$ cat config.mk
export PLATFORM = sky130hd
export DESIGN_NAME = somador_serial_param
export DESIGN_NICKNAME = d
export VERILOG_FILES = /design/src/rtl/somador_serial_param.sv
export SDC_FILE = /design/constraint.sdc
export NUM_CORES = 1
export LEC_CHECK = 0
export CORE_ASPECT_RATIO = 0.7
export CORE_MARGIN = 2
export CORE_UTILIZATION = 45
export CTS_CLUSTER_SIZE = 25
export DETAILED_ROUTE_END_ITERATION = 12
export GPL_TIMING_DRIVEN = 1
export PLACE_DENSITY = 0.81
export SYNTH_ARGS = -nofsm -noshare
export SYNTH_HDL_FRONTEND = slang
export SYNTH_SLANG_ARGS = --single-unit
$ cat constraint.sdc
create_clock -name clk -period 1.5 [get_ports clk]
set_input_delay 0.15 -clock clk [delete_from_list [all_inputs] [get_ports clk]]
set_output_delay 0.15 -clock clk [all_outputs]
set_load 0.05 [all_outputs]
$ cat src/rtl/somador_serial_param.sv
// rtl/somador_serial_param.sv - digit-serial WIDTH-bit adder/subtractor with start/busy/done handshake
module somador_serial_param #(
    parameter int WIDTH = 8,
    parameter int DIGIT = 1
) (
    input  logic             clk,
    input  logic             rst_n,
    input  logic             start,
    input  logic             sub,
    input  logic [WIDTH-1:0] a,
    input  logic [WIDTH-1:0] b,
    output logic             busy,
    output logic             done,
    output logic [WIDTH-1:0] s,
    output logic             cout,
    output logic             ovf,
    output logic             zero
);

    localparam int NDIG = WIDTH / DIGIT;
    localparam int CW   = (NDIG > 1) ? $clog2(NDIG) : 1;
    localparam logic [CW-1:0] LAST = CW'(NDIG - 1);

    generate
        if (WIDTH < 1 || DIGIT < 1 || (WIDTH % DIGIT) != 0) begin : g_bad_param
            $error("somador_serial_param: WIDTH must be a positive multiple of DIGIT");
        end
    endgenerate

    typedef enum logic [1:0] {IDLE, RUN, DONE} state_t;

    state_t           state, state_nx;
    logic             accept;
    logic [WIDTH-1:0] a_sh, b_sh, r_sh, r_nx, dsum_w;
    logic             carry;
    logic [CW-1:0]    cnt;
    logic [DIGIT:0]   c;
    logic [DIGIT-1:0] dsum;

    // One DIGIT-wide ripple slice, reused every RUN cycle; c[DIGIT-1] is the carry into the MSB on the last digit
    always_comb begin
        c      = '0;
        dsum   = '0;
        c[0]   = carry;
        for (int i = 0; i < DIGIT; i++) begin
            dsum[i]  = a_sh[i] ^ b_sh[i] ^ c[i];
            c[i+1]   = (a_sh[i] & b_sh[i]) | (c[i] & (a_sh[i] ^ b_sh[i]));
        end
        dsum_w             = '0;
        dsum_w[DIGIT-1:0]  = dsum;
        r_nx               = (r_sh >> DIGIT) | (dsum_w << (WIDTH - DIGIT));
    end

    always_comb begin
        state_nx = state;
        busy     = 1'b0;
        done     = 1'b0;
        accept   = 1'b0;
        case (state)
            IDLE: begin
                if (start) begin
                    accept   = 1'b1;
                    state_nx = RUN;
                end
            end
            RUN: begin
                busy = 1'b1;
                if (cnt == LAST) state_nx = DONE;
            end
            DONE: begin
                done = 1'b1;
                if (start) begin
                    accept   = 1'b1;
                    state_nx = RUN;
                end else begin
                    state_nx = IDLE;
                end
            end
            default: state_nx = IDLE;
        endcase
    end

    always_ff @(posedge clk or negedge rst_n) begin
        if (!rst_n) state <= IDLE;
        else        state <= state_nx;
    end

    // Published results change only on the last digit, so s and flags are never seen half-updated
    always_ff @(posedge clk or negedge rst_n) begin
        if (!rst_n) begin
            a_sh  <= '0;
            b_sh  <= '0;
            r_sh  <= '0;
            carry <= 1'b0;
            cnt   <= '0;
            s     <= '0;
            cout  <= 1'b0;
            ovf   <= 1'b0;
            zero  <= 1'b0;
        end else if (accept) begin
            a_sh  <= a;
            b_sh  <= sub ? ~b : b;
            carry <= sub;
            cnt   <= '0;
        end else if (state == RUN) begin
            a_sh  <= a_sh >> DIGIT;
            b_sh  <= b_sh >> DIGIT;
            r_sh  <= r_nx;
            carry <= c[DIGIT];
            cnt   <= cnt + 1'b1;
            if (cnt == LAST) begin
                s    <= r_nx;
                cout <= c[DIGIT];
                ovf  <= c[DIGIT] ^ c[DIGIT-1];
                zero <= (r_nx == '0);
            end
        end
    end

endmodule

==> out/metrics.cfg <==
[outcome]
outcome = finished with violations
violations = setup timing

[routing]
postRouteAntennaNets = 0
first_iter_violations = 130
routed_wirelength_mm = 3.61
vias_per_cell = 5.16
wl_per_cell_um = 14.5
drcViolationCount = 0
drt_first_pass_iters = 4
vias = 1285

[worst_hold_path]
holdCritStartpoint = a[7]
min_path_type = in -> reg
whs_path_depth = 3
hold_end = a_sh[7]

[clock_tree]
tritoncts.num_buffers = 5
cts_max_level = 2
max-clock-path-buffers = 2
cts_tree = yes
cts_root_buf = clkbuf_8
clk_pin_slew_worst_paths_ns = 0.08
cts.sink_count = 40
clk_latency_ns = 0.30

[die]
fp.dieW_um = 78.4
die_h_um = 56.1
ios = 33
design.core.area_um2 = 3630
start_util_pct = 48.0
rows = 18
design.die.area_um2 = 4390

[yosys]
synth_nets = 182
yosys_warnings = 0
yosysSeqAreaShare_pct = 57.5
synth_area_per_cell_um2 = 11.0
synth_area_leaders = dfrtp_1 57%, nand2_1 8.4%, mux2_2 5.8%
synth.distinct_cells = 29
synth_top_area_share_pct = 57.5
syn_inst = 159
yosysTopAreaCell = dfrtp_1
ys_seq_elements = 40
syn-cell-area_um2 = 1740

[finish]
synthToLayoutAreaGrowth_pct = 30.7
final_common_cell = dfrtp_1
stdcell_count = 249
drive_above_1_share_pct = 22.1
final_cell_mix = 40 x dfrtp_1, 39 x nand2_1, 18 x clkdlybuf4s50_1, 18 x buf_4, 14 x nor2_1
diodes = 0
nets = 221

[grt]
grt_overflow = 0
grt_use_total_pct = 17.9
grt_pass1_wl_mm = 6.03
antenna_found_initial = 0
grt_pass1_vias = 1235
grt_max_degree = 41

[power_and_ir_drop]
ir_drop_mv = 1.24
p_per_area_nw_per_um2 = 2360
leakagePower_nw = 1.05

[critical_path]
crit_arrival_ns = 1.71
crit_fanout = 14
timing.rr.end = s[3]
reg2reg_setup_slack_ns = -0.02
worstPathRequired_ns = 1.69
startpoint_type = flip-flop
path_class = reg -> reg
worst-r2r-cell-count = 5
worst_setup_path_end_kind = flip-flop
worstReg2RegStart = cnt[0]

[timing]
setup_viol = 6
rsz0062_at_grt = yes
period_share_pct = 102
finalWorstSetupSlack_ns = -0.0234
max_freq_mhz = 656
report.final.slew_viol_count = 0
finClkSkew_ns = 0.00785
hold_viol = 0
finalSetupTns_ns = -0.117
worstMarginPinSlew_ns = 0.492
finalCriticalPeriod_ns = 1.52
slew_headroom_pct = 67.2

[place]
dp_hpwl_mm = 2.40
gp_congestion = 0.778
portBuffers = 32
place_inst = 239

[flow_run]
drv_cap = 0

[synthesized netlist by cell type (all sizes together)]
cell	instances
nor2b	1
clkbuf	1
nor2	15
xor2	1
o22ai	1
fa	1
a22o	3
a31oi	6
nand3	2
ha	2
buf	8
a221o	7
inv	2
dfrtp	40
and2b	1
o21ai	4
nor3	1
xnor2	8
a22oi	1
nand2	39
nand3b	1
a21oi	1
mux2	9
nor4	2
nand2b	2
[metrics by stage]
step | hold WS [ns] | setup slack, ns | utilization [%] | cell area [um2] | power [mW]
floorplan | -0.146 | 0.00807 | - | 1750 | 3.63
finish | 0.395 | -0.0234 | 62.8 | 2280 | 5.38
global route | 0.409 | -0.0684 | 62.8 | 2280 | 5.73
CTS | 0.390 | -0.0282 | 62.2 | 2260 | 5.33
global placement | 0.219 | 0.0230 | 58.5 | 2120 | 4.23
detailed placement | 0.235 | -0.0160 | 58.5 | 2120 | 4.35
[how the worst max path moves through the flow]
stage,start,endpoint,slack (ns)
after detailed placement,cnt[0],s[7],-0.02
after global placement,a_sh[0],zero,0.02
final,cnt[0],s[3],-0.02
after CTS,cnt[0],s[1],-0.03
after floorplan,cnt[0],cout,0.008
after global routing,cnt[0],s[2],-0.07
[worst max-delay path: stages, from the launching register on]
cell and delay [ns]:
dfrtp_1 0.41, ha_2 0.21, ha_4 0.16, nand3b_1 0.14, buf_12 0.16, mux2_2 0.33
[logic make-up after synthesis]
group / Yosys count / share of synthesized area, %
AO/OA/AOI/OAI: 23 / 9.91
XOR/XNOR: 9 / 4.53
adder cells (fa/ha/maj): 3 / 2.59
buffers and inverters: 11 / 4.09
flip-flops: 40 / 57.5
multiplexers: 9 / 5.82
AND/OR/NAND/NOR: 64 / 15.6
[per-layer routing]
metal | GRT usage (%) | part of all wire (%)
met1 | 24.4 | 45
met2 | 26.6 | 49
met3 | 6.49 | 5.5
met4 | 6.02 | 0.94
met5 | 0 | 0
[where the power goes]
part / internal, mW / leakage (nW) / switching, mW
logic: 1.06 / 0.499 / 1.48
clock network: 0.492 / 0.0541 / 0.394
registers: 1.58 / 0.496 / 0.375
[sequential cells by signal (all words and copies together) (netlist names)]
name,cells
zero,1
ovf,1
a_sh,8
cout,1
s,8
state,2
cnt,3
carry,1
r_sh,7
b_sh,8
[cell type report]
type                            count  area, um2
Sequential cell                    40       1000
Inverter                            2       10.0
Timing Repair Buffer               41        390
Clock inverter                      3       42.5
Fill cell                         279       1350
Tap cell                           50       62.6
Multi-Input combinational cell    108        702
Clock buffer                        5       68.8
[what timing repair did]
item	in CTS	in global routing
endpoints found under the hold margin	40	0
hold buffers	1	0
gates cloned	0	0
resized for setup	2	3
buffers inserted	1	0
setup endpoints to repair	10	10
pin swaps	1	1
Power figures use the tool's default switching activity.
